### config.mk
export PLATFORM = sky130hd
export DESIGN_NAME = decoder_scan_ctrl
export DESIGN_NICKNAME = d
export VERILOG_FILES = /design/src/rtl/decoder_scan_ctrl.sv
export SDC_FILE = /design/constraint.sdc
export NUM_CORES = 1
export LEC_CHECK = 0
export BUFFER_PORTS_ARGS = -buffer_cell sky130_fd_sc_hd__buf_2
export CORE_MARGIN = 2
export CORE_UTILIZATION = 40
export CTS_CLUSTER_SIZE = 30
export DETAILED_ROUTE_END_ITERATION = 12
export PLACE_DENSITY = 0.63
export SLEW_MARGIN = 20
export SYNTH_ARGS = -nofsm -noshare
export SYNTH_HDL_FRONTEND = slang
export SYNTH_SLANG_ARGS = --single-unit
export TNS_END_PERCENT = 5
### constraint.sdc
create_clock -name clk -period 4.4 [get_ports clk]
set_input_delay 0.22 -clock clk [delete_from_list [all_inputs] [get_ports clk]]
set_output_delay 0.22 -clock clk [all_outputs]
set_load 0.05 [all_outputs]
### src/rtl/decoder_scan_ctrl.sv
// decoder_scan_ctrl
//
// Scan sequencer for a 2-to-4 line decoder. After a start request it steps through
// the slots enabled in mask in ascending order. Each slot lasts DIV clock cycles.
// One pass over the enabled slots is a sweep. The block either sweeps continuously
// (mode=0) or performs one sweep and then returns to idle (mode=1).
//
// Parameters
//   DIV   slot length in clk cycles (2..65535)
//   GAP   enable-off cycles at the start of each slot (1..DIV-1); only used when
//         SCAN_GAP_EN is defined
//
// Ports
//   clk    in   clock; all state changes on its rising edge
//   rst_n  in   asynchronous active-low reset
//   start  in   begin scanning when idle (needs at least one mask bit set)
//   stop   in   abort scanning and return to idle; takes priority over everything
//   mode   in   0 = continuous sweeps, 1 = single sweep then idle
//   mask   in   [3:0] slot enables; bit i = slot i participates
//   blank  in   forces e low combinationally; sequencing is unaffected
//   a0,a1  out  selected slot index {a1,a0}; holds its last value while idle
//   e      out  decoder enable (combinational)
//   busy   out  high while scanning
//   done   out  one-cycle pulse coinciding with the slot that follows a sweep end
//
// Configuration macro
//   SCAN_GAP_EN  when defined, e is held low for the first GAP cycles of every slot
//                so the address settles before the decoder is enabled (anti-ghosting).

module decoder_scan_ctrl #(
    parameter int unsigned DIV = 4,
    parameter int unsigned GAP = 1
) (
    input  logic       clk,
    input  logic       rst_n,
    input  logic       start,
    input  logic       stop,
    input  logic       mode,
    input  logic [3:0] mask,
    input  logic       blank,
    output logic       a0,
    output logic       a1,
    output logic       e,
    output logic       busy,
    output logic       done
);

    localparam int unsigned CW = $clog2(DIV);
    localparam logic [CW-1:0] CNT_MAX = CW'(DIV - 1);

    // Elaboration-time guard on the parameter ranges.
    if (DIV < 2 || DIV > 65535) begin : g_bad_div
        $error("decoder_scan_ctrl: DIV out of range");
    end
    if (GAP < 1 || GAP >= DIV) begin : g_bad_gap
        $error("decoder_scan_ctrl: GAP out of range");
    end

    typedef enum logic {
        StIdle,
        StActive
    } state_e;

    state_e        state_q, state_d;
    logic [CW-1:0] div_cnt_q, div_cnt_d;
    logic [1:0]    addr_q, addr_d;
    logic          done_q, done_d;

    logic [1:0]    first_idx;
    logic [1:0]    next_idx;
    logic [1:0]    cand;
    logic          found;
    logic          wrap;
    logic          gap_window;

    // Lowest enabled slot, used when a scan begins.
    always_comb begin
        first_idx = 2'd0;
        for (int i = 3; i >= 0; i--) begin
            if (mask[i]) begin
                first_idx = 2'(i);
            end
        end
    end

    // Next enabled slot after the current one, searching upward with wrap 3->0.
    // The last candidate (k=4) is the current slot itself, which covers the
    // single-bit mask case.
    always_comb begin
        next_idx = addr_q;
        found    = 1'b0;
        cand     = addr_q;
        for (int k = 1; k <= 4; k++) begin
            cand = addr_q + 2'(k);
            if (!found && mask[cand]) begin
                next_idx = cand;
                found    = 1'b1;
            end
        end
    end

    // Moving to an index not above the current one closes a sweep.
    assign wrap = (next_idx <= addr_q);

    always_comb begin
        state_d   = state_q;
        div_cnt_d = div_cnt_q;
        addr_d    = addr_q;
        done_d    = 1'b0;

        unique case (state_q)
            StIdle: begin
                if (start && !stop && (mask != 4'b0000)) begin
                    state_d   = StActive;
                    addr_d    = first_idx;
                    div_cnt_d = '0;
                end
            end
            StActive: begin
                if (stop) begin
                    // Abort wins over a coincident boundary; no done pulse.
                    state_d   = StIdle;
                    div_cnt_d = '0;
                end else if (div_cnt_q == CNT_MAX) begin
                    div_cnt_d = '0;
                    if (mask == 4'b0000) begin
                        state_d = StIdle;
                        done_d  = 1'b1;
                    end else if (wrap) begin
                        done_d = 1'b1;
                        if (mode) begin
                            // Single sweep finished: keep showing the final slot.
                            state_d = StIdle;
                        end else begin
                            addr_d = next_idx;
                        end
                    end else begin
                        addr_d = next_idx;
                    end
                end else begin
                    div_cnt_d = div_cnt_q + 1'b1;
                end
            end
            default: begin
                state_d = StIdle;
            end
        endcase
    end

    always_ff @(posedge clk or negedge rst_n) begin
        if (!rst_n) begin
            state_q   <= StIdle;
            div_cnt_q <= '0;
            addr_q    <= 2'b00;
            done_q    <= 1'b0;
        end else begin
            state_q   <= state_d;
            div_cnt_q <= div_cnt_d;
            addr_q    <= addr_d;
            done_q    <= done_d;
        end
    end

`ifdef SCAN_GAP_EN
    localparam logic [CW-1:0] GAP_CNT = CW'(GAP);
    assign gap_window = (div_cnt_q < GAP_CNT);
`else
    assign gap_window = 1'b0;
`endif

    assign a0   = addr_q[0];
    assign a1   = addr_q[1];
    assign busy = (state_q == StActive);
    assign done = done_q;
    assign e    = (state_q == StActive) && !blank && !gap_window;

endmodule

# Yosys cells after proc, flatten, opt, wreduce, memory -nomap -nowiden
# Index checks and enable logic that the tools add are counted.
# totals
out_inout_bits,5
word_cells,76
in_bits,10
regBits,6
# classes
magnitude_cmp,5
n_eq_ne,6
addsub,4
n_mux,42
bitwise_logic,1
reduce_logical,14
# op_table
operator,n
$mux W2,17
$mux W1,18
$lt A2 B3 Y1 const B,4
$bmux W1 S2,4
$pmux W2 S2,2
$logic_and A1 B1 Y1,6
$ne A2 B2 Y1 const B,3
$logic_not A1 Y1,5
$reduce_and A5 Y1,1
$add A2 B1 Y2 const B,2
$add A2 B2 Y2 const B,2
$logic_not A4 Y1,1
$reduce_bool A4 Y1,1
$ne A3 B3 Y1 const B,1
$eq A2 B2 Y1 const B,1
$le A2 B2 Y1,1
$ne A2 B1 Y1 const B,1
$pmux W1 S2,1
$not A1 Y1,1

# Depth between registers and ports, before layout
# Gate-level depths: netlist (run 1).
# depth
depth_word,19
depth_mapped,9
depth_no_buf,9

# Worst setup path before layout (run 1)
# No wires, ideal clock.
# synth_timing
kind,register to register
from,register addr_q[0]
to,register addr_q[0]
n_path_buf,0
stages_incl_launch_ff,9
t_required_ps,4313
setup_time_ps,87
path_slack_ps,1813
arrival_ps,2500
path_cell_list,dfrtp_1 inv_1 a32o_1 or2_2 ha_1 nand2b_1 a221oi_1 o21ai_0 a22oi_1
# synth_between
elab_chain_len,19
# synth_rtl
item,line_no,rtl
from (decl),66,"logic [1:0] addr_q, addr_d;"
from (signal assigned),159,addr_q <= addr_d;
$add A2 B1 Y2,94,cand = addr_q + 2'(k);
$bmux W1 S2,95,if (!found && mask[cand]) begin
$mux W1 (implied by the code),95,
$mux W1,95,
$logic_not A1 Y1,95,
$logic_and A1 B1 Y1,95,
$mux W1,95,
$logic_not A1 Y1,95,
[... 3 more ...],--,
$logic_and A1 B1 Y1,95,
$mux W2,95,
$le A2 B2 Y1 / $mux W2 (equally long branches),"103, 131",
$mux W2,129,end else if (wrap) begin
$mux W2,126,if (mask == 4'b0000) begin
$mux W2,124,end else if (div_cnt_q == CNT_MAX) begin
$mux W2,120,if (stop) begin
$pmux W2 S2,111,unique case (state_q)
# Several ways; a longest one is shown, not always the timed one. The select of a mux whose other input is x is not followed.
# A chain may end at the register's enable or synchronous reset.

# Worst setup path in the final report (run 1)
# layout_timing
from,register addr_q[1]
to,register addr_q[0]
# The elaborated chain is that of the path after synthesis.

==> results of run 1 <==
==> metal layers <==
metal  up-vias  global-route usage (%)  part of all wire (%)
met5         -                       0                     0
met4         0                       0                     0
met3         0                   6.667                   9.2
met2        25                   31.85                    47
met1       239                   20.61                    44
li1        269                       -                     -
==> worst reg2reg max path, stage by stage (launching register included) <==
cell and delay (ps):
dfrtp_1 460, nand2b_1 180, a32o_1 250, or2_2 290, ha_1 310, nand2b_1 80, a221oi_1 470, o21ai_0 220
a22oi_1 230
==> per-stage QoR <==
step	cell area, µm²	hold slack, ps
global placement	611.8	45.60
global route	644.4	259.9
finish	644.4	233.2
CTS	644.4	228.1
detailed placement	611.8	46.10
floorplan	526.8	-75.59
==> what timing repair did <==
| item | in CTS | in global routing |
|---|---|---|
| hold endpoints to repair | 6 | 0 |
| setup buffers | 0 | 0 |
| hold buffers | 1 | 0 |
==> registers in the layout (all words and copies together) (netlist names) <==
signal / count
addr_q: 2
done: 1
div_cnt_q: 2
busy: 1
==> report_power, final <==
group          internal, mW  total (mW)  switching [mW]  leakage [nW]
registers            0.0635      0.0776          0.0141        0.0758
logic                0.0457       0.116          0.0702         0.233
clock network        0.0308      0.0494          0.0186        0.0138
==> worst paths after layout <==
check / start / to / slack, ps / cells after the start
worst min-delay path: stop / busy / 230 / 2
worst max register to register: addr_q[1] / addr_q[0] / 1820 / 8
worst min register to register: div_cnt_q[0] / div_cnt_q[0] / 510 / 1
worst max-delay path: addr_q[1] / addr_q[0] / 1820 / 8
max in group asynchronous: rst_n / addr_q[1] / 3940 / 2
min in group asynchronous: rst_n / div_cnt_q[0] / 330 / 2
==> kinds of logic after synthesis <==
group	share of synthesized area (%)
compound gates	35.15
simple gates	24.94
buf+inv	4.275
flops	28.50
fa+ha+maj	7.127
==> cell type report <==
type                       count  share of cell area (%)
tap                           15                   2.913
sequential                     6                   23.30
clock buffer                   3                   3.495
timing repair buffer          15                   12.43
multi-input combinational     49                   54.95
inverter                       5                   2.913
==> cells in the mapped netlist (2+ instances only) <==
cell	count
a311oi_1	2
nor2b_1	2
a22oi_1	2
dfrtp_1	6
nand2b_1	3
inv_1	5
ha_1	3
nand2_1	6
a21oi_1	3
o21ai_0	5
nor2_1	5
==> results_dict.tcl, run 1 <==
set metrics [dict create \
    tns_ps 0 \
    synthFlopType "dfrtp_1" \
    cpLargestDelayFamily "compound AO/OA/AOI/OAI gates" \
    finalMaxSlewViolations 0 \
    synthTopCellsByArea "dfrtp_1 29%, ha_1 7.1%, o21ai_0 4.8%, nand2_1 4.3%, o221a_4 3.8%" \
    cpMaxStageDelayCell "a221oi_1" \
    clk_pin_slew_ps 40 \
    final_cell_mix "14 x buf_2, 6 x nand2_1, 6 x dfrtp_1" \
    drc 0 \
    ios 15 \
    synth_edf_count 0 \
    chipHeight_um 40.29 \
    startpoint_type "flip-flop" \
    cts_resized 0 \
    cp.required_ps 4550 \
    gp_congestion 0.6965 \
    fin_crit_ps 2585 \
    cp_max_fo 9 \
    p_leak_nw 0.3225 \
    slowest_delay_ps 470 \
    cts_buffers 3 \
    grt_overflow 0 \
    die-area_mm2 0.001623 \
    ys_async_sr_fraction_pct 100.0 \
    cp_cell_sequence "nand2b_1, a32o_1, or2_2, ha_1, nand2b_1, a221oi_1, o21ai_0, a22oi_1" \
    fin_ws_ps 1815 \
    hold_class "in -> reg" \
    multi_input_area_um2 354.1 \
    crit_buf_inv 0 \
    ant_nets 0 \
    wl_um 1184 \
    dieWidth_um 40.29 \
    crit_path_frequent_cell "nand2b_1" \
    finalPower_uw 242.9 \
    syn_area_per_cell_um2 8.635 \
    cts_tree "done" \
    grt_pass1_wl_um 1883 \
    drt_pass1_iterations 4 \
    yosysSeqAreaShare_pct 28.50 \
    stdcell_count 93 \
    final_util_pct 50.79 \
    fillers 128 \
    synthCells 61 \
    numClockSinks 6 \
    syn-num-nets 74 \
    core_area_mm2 0.001269 \
    clk_latency_ps 240 \
    register_area_um2 150.1 \
    antenna_found_initial 0 \
    yosysTopAreaCellShare_pct 28.50 \
    fmax_mhz 386.9 \
    p_per_area_mw_per_mm2 376.9 \
    initial_core_util_pct 41.52 \
    run_status "completed" \
    cts-root-buf "clkbuf_4" \
    crit_type "reg -> reg" \
    num-nets-final 93 \
    cts_buffer_depth 2 \
    ir_drop_mv 0.1918 \
    fin_skew_ps 1.333 \
    finalSetupViolations 0 \
    synth_top_area_cell "dfrtp_1" \
    setup.worst_path.end_class "flip-flop" \
    grt_start_max_net_pins 14 \
    fp-row-count 13 \
    avgRoutedWirePerCell_um 12.73 \
    synth_cell_type_count 30 \
    ys_ff_latch 6 \
    drtIter0Drc 9 \
    syn_to_final_growth_pct 22.33 \
    syn_area_um2 526.8 \
    rsz0062_at_grt "false" \
    dpl.hpwl_um 938 \
    grt_util_all_layers_pct 17.51 \
    port_buffers 14 \
    placedCellCount 89 \
    hold_viol 0 \
    layout-drive-gt1-share_pct 30.77 \
    synth-warning-count 0 \
    cap_violations 0 \
    tightest_slew_ps 488.4 \
    cp_data_arrival_time_ps 2730 \
    num_vias 533 \
    grt_pass1_vias 452 \
    antennaDiodeCount 0 \
    htree_num_levels 1 \
    fin_crit_sh_pct 58.75 \
    vias_per_cell 5.731 \
    slew-limit-headroom_pct 67.44 \
    dp_slack_ps 1844 \
    layout_commonest_cell "buf_2" \
]
Note: power is estimated with default switching activity, not from simulation.
==> inputs of run 2 (changes only) <==
PLACE_DENSITY = 0.66   (was 0.63)
clock period = 2.1 ns   (was 4.4 ns; I/O delays follow)
==> results_dict.tcl, run 2 (synthesis results as in run 1) <==
set metrics [dict create \
    cpLargestDelayFamily "compound AO/OA/AOI/OAI gates" \
    hold_viol 0 \
    cp_max_fo 6 \
    gp_congestion 0.7996 \
    run_status "finished, violations left" \
    dieWidth_um 40.29 \
    startpoint_type "flip-flop" \
    fin_ws_ps -38.82 \
    rsz0062_at_grt "true" \
    cpMaxStageDelayCell "dfrtp_2" \
    place_area_um2 684.4 \
    p_leak_nw 0.3515 \
    final_cell_mix "14 x buf_2, 6 x nand2_1, 5 x inv_1, 5 x nor2_1, 4 x dfrtp_1" \
    p_sw_share_pct 43.15 \
    die-area_mm2 0.001623 \
    fillers 115 \
    htree_num_levels 1 \
    p_per_area_mw_per_mm2 890.9 \
    grt_start_max_net_pins 14 \
    layout-drive-gt1-share_pct 42.68 \
    numClockSinks 6 \
    dp_slack_ps -20.49 \
    crit_type "reg -> reg" \
    hold_class "in -> reg" \
    p_switching_uw 281.4 \
    power.share.combinational_pct 57.1 \
    ant_nets 0 \
    initial_core_util_pct 41.52 \
    grt_pass1_wl_um 2097 \
    cp_cell_sequence "buf_4, a32o_1, or2_4, ha_4, nand2b_4, a221oi_4, o21ai_1, a22oi_1" \
    fin_area_um2 732.0 \
    fp-row-count 13 \
    cp_data_arrival_time_ps 2310 \
    r2r_slack_ps -40 \
    num_vias 536 \
    grt_overflow 0 \
    finalMaxSlewViolations 0 \
    finalSetupViolations 2 \
    share_clk_of_total_power_pct 18.9 \
    avgRoutedWirePerCell_um 13.70 \
    antennaDiodeCount 0 \
    syn_to_final_growth_pct 38.95 \
    num-nets-final 96 \
    fin_crit_sh_pct 101.8 \
    dpl.hpwl_um 1009 \
    antenna_found_initial 0 \
    slew-limit-headroom_pct 70.63 \
    p_seq_share_pct 24.0 \
    wl_um 1329 \
    cp.required_ps 2270 \
    drtIter0Drc 4 \
    clk_latency_ps 260 \
    layout_commonest_cell "buf_2" \
    crit_buf_inv 1 \
    fmax_mhz 467.5 \
    p_int_uw 370.7 \
    reg.largest.list "addr_q: 2 flops, div_cnt_q: 2 flops" \
    clk_pin_slew_ps 60 \
    grt_util_all_layers_pct 19.63 \
    core_area_mm2 0.001269 \
    chipHeight_um 40.29 \
    tns_ps -75.64 \
    tightest_slew_ps 440.6 \
    setup.worst_path.end_class "flip-flop" \
    cts_tree "done" \
    multi_input_area_um2 412.9 \
    post_cts_buffers 0 \
    port_buffers 14 \
    drt_pass1_iterations 3 \
    cts_buffer_depth 2 \
    vias_per_cell 5.526 \
    ios 15 \
    register_area_um2 152.6 \
    drc 0 \
    ir_drop_mv 0.4771 \
    cap_violations 0 \
    slowest_delay_ps 450 \
    cts_buffers 3 \
    cts-root-buf "clkbuf_4" \
    fin_skew_ps 10.06 \
    fin_crit_ps 2139 \
    violations "negative setup slack" \
    grt_pass1_vias 473 \
]
[run 2: power groups by stage]
stage,sequential [mW],clock (mW),combinational (mW)
CTS,0.154,0.124,0.366
global placement,0.156,0,0.346
floorplan,0.199,0,0.217
global route,0.160,0.131,0.399
finish,0.156,0.123,0.372
detailed placement,0.156,0,0.351
[run 2: routing by layer]
metal	track usage [%]	wire, µm
met5	0	0
met4	5.000	10
met3	3.333	41
met2	29.84	647
met1	28.57	629
[run 2: per-stage QoR]
| stage | power [mW] | hold slack (ps) | util (%) | std cells |
|---|---|---|---|---|
| CTS | 0.6445 | 99.46 | 57.20 | 97 |
| finish | 0.6521 | 106.2 | 57.69 | 97 |
| detailed placement | 0.5077 | -62.57 | 53.94 | 92 |
| global route | 0.6894 | 124.3 | 57.69 | 97 |
| floorplan | 0.4162 | -190.6 | - | 61 |
| global placement | 0.5025 | -63.65 | 53.94 | 92 |
[run 2: layout make-up]
cell class                      instances  share of cell area [%]
Clock buffer                            4                   3.590
Inverter                                5                   2.564
Multi-Input combinational cell         49                   56.41
Sequential cell                         6                   20.85
Tap cell                               15                   2.564
Timing Repair Buffer                   18                   14.02
[run 2: final timing paths]
kind,start,endpoint,cells after the start
hold / removal,stop,busy,2
max in group asynchronous,rst_n,addr_q[1],2
setup reg to reg,addr_q[1],addr_q[0],8
hold reg to reg,div_cnt_q[0],div_cnt_q[0],1
min in group asynchronous,rst_n,addr_q[0],2
setup / recovery,addr_q[1],addr_q[0],8
[run 2: worst register-to-register path, cell delays in order (launching register included)]
cell	delay [ps]
dfrtp_2	450
buf_4	160
a32o_1	220
or2_4	240
ha_4	310
nand2b_4	80
a221oi_4	270
o21ai_1	140
a22oi_1	200
[run 2: what timing repair did]
item | in CTS | in global routing
hold buffers | 1 | 0
gates resized for setup | 1 | 2
setup endpoints to repair | 3 | 3
pin swaps | 0 | 2
gates cloned | 0 | 0
hold endpoints to repair | 6 | 0
==> inputs of run 3 (changes only) <==
CORE_AREA = 2 2 39 41   (was not set)
CORE_MARGIN = not set   (was 2)
CORE_UTILIZATION = not set   (was 40)
DIE_AREA = 0 0 41 43   (was not set)
PLACE_DENSITY = 0.65   (was 0.66)
==> results_dict.tcl, run 3 (synthesis results as in run 1) <==
set metrics [dict create \
    place_area_um2 693.2 \
    grt_start_max_net_pins 14 \
    die-area_mm2 0.001763 \
    vias_per_cell 5.551 \
    grt_util_all_layers_pct 17.93 \
    reg.largest.list "addr_q: 2 flops, div_cnt_q: 2 flops" \
    final_cell_mix "14 x buf_2, 6 x nand2_1, 5 x inv_1, 5 x nor2_1" \
    register_area_um2 152.6 \
    cp_data_arrival_time_ps 2260 \
    chipHeight_um 43 \
    fin_ws_ps -43.65 \
    slowest_delay_ps 440 \
    whs_ps 118.5 \
    crit_type "reg -> reg" \
    cp.required_ps 2220 \
    cpMaxStageDelayCell "dfrtp_2" \
    cp-endpoint "addr_q[1]" \
    drc 0 \
    dieWidth_um 41 \
    r2r_start "addr_q[1]" \
    fillers 140 \
    crit_path_frequent_cell "nand2b_4" \
    cts-root-buf "clkbuf_4" \
    setup.worst_path.end_class "flip-flop" \
    cap_violations 0 \
    grt_pass1_wl_um 2063 \
    grt_overflow 0 \
    crit_buf_inv 0 \
    r2r_slack_ps -40 \
    layout_commonest_cell "buf_2" \
    antennaDiodeCount 0 \
    slew-limit-headroom_pct 72.82 \
    hold_viol 0 \
    dp_slack_ps -86.82 \
    rsz0062_at_grt "true" \
    syn_to_final_growth_pct 42.76 \
    drt_pass1_iterations 3 \
    cts_tree "done" \
    dpl.hpwl_um 1015 \
    gp_congestion 0.7724 \
    p_leak_nw 0.3588 \
    cp_cell_sequence "nand2b_4, a32o_1, or2_4, ha_4, nand2b_4, a221oi_4, o221a_4, a22oi_2" \
    r2r_cells 8 \
    layout-drive-gt1-share_pct 47.56 \
    ant_nets 0 \
    reg2reg_to "addr_q[1]" \
    clk_latency_ps 250 \
    ios 15 \
    grt_pass1_vias 511 \
    num_vias 544 \
    violations "negative setup slack" \
    avgRoutedWirePerCell_um 13.51 \
    hold_class "in -> reg" \
    fp-row-count 14 \
    cts_buffer_depth 2 \
    drtIter0Drc 6 \
    finalSetupViolations 1 \
    fmax_mhz 466.5 \
    fin_crit_sh_pct 102.1 \
    antenna_found_initial 0 \
    cpLargestDelayFamily "compound AO/OA/AOI/OAI gates" \
    crit_cells 8 \
    fin_skew_ps 4.439 \
    core_area_mm2 0.001384 \
    finalMaxSlewViolations 0 \
    fin_crit_ps 2144 \
    fin_area_um2 752.0 \
    clk_pin_slew_ps 40 \
    crit_start "addr_q[1]" \
    ir_drop_mv 0.3460 \
    wl_um 1324 \
    numClockSinks 6 \
    startpoint_type "flip-flop" \
    initial_core_util_pct 38.07 \
    num-nets-final 97 \
    cp_max_fo 7 \
    port_buffers 14 \
    p_per_area_mw_per_mm2 856.1 \
    htree_num_levels 1 \
    multi_input_area_um2 427.9 \
    run_status "finished, violations left" \
    cts_buffers 3 \
    tightest_slew_ps 407.7 \
]
-- run 3: changes by cell type in the layout (fill, tap and decap cells not counted) --
cell,delta
a311oi_2,+1
a311oi_1,-1
o21ai_2,+1
o21ai_1,-1
clkbuf_1,-1
nor3b_2,+1
nor3b_1,-1
buf_4,+1
-- run 3: layout make-up --
class | instances | share of cell area [%]
timing repair buffer | 19 | 14.64
inverter | 5 | 2.496
multi-input combinational | 49 | 56.91
tap | 16 | 2.662
sequential | 6 | 20.30
clock buffer | 3 | 2.995
-- run 3: repair_timing --
item | in CTS | in global routing
endpoints found under the setup margin | 3 | 3
endpoints found under the hold margin | 6 | 0
buffers inserted | 0 | 0
resized for setup | 5 | 1
pin swaps | 2 | 0
hold buffers | 1 | 0
-- run 3: worst min path at each step --
| stage | from | end | cells after the start |
|---|---|---|---|
| finish | stop | busy | 2 |
| global route | stop | busy | 2 |
| CTS | stop | busy | 2 |
| detailed placement | rst_n | done | 1 |
| global placement | rst_n | done | 1 |
| floorplan | rst_n | addr_q[0] | 0 |
-- run 3: where the power goes --
group,internal [mW],switching [mW]
Clock,0.0647,0.0429
Combinational,0.172,0.208
Sequential,0.135,0.0215
-- run 3: per-layer routing --
| layer | GRT usage (%) | wire length, µm | share of wire (%) | vias up |
|---|---|---|---|---|
| met4 | 10.00 | 8 | 0.60 | 0 |
| li1 | - | - | - | 278 |
| met1 | 20.53 | 593 | 45 | 256 |
| met2 | 28.44 | 688 | 52 | 8 |
| met5 | 0 | 0 | 0 | - |
| met3 | 4.712 | 34 | 2.6 | 2 |
-- run 3: per-stage QoR --
| stage | power (mW) | utilization, % | cells | setup TNS [ps] |
|---|---|---|---|---|
| after detailed placement | 0.5115 | 50.09 | 94 | -208.7 |
| after CTS | 0.6530 | 54.07 | 98 | -57.83 |
| after global placement | 0.5058 | 50.09 | 94 | -3.035 |
| after floorplan | 0.4162 | - | 61 | -116.5 |
| final | 0.6437 | 54.34 | 98 | -43.65 |
| after global routing | 0.6901 | 54.34 | 98 | -235.3 |
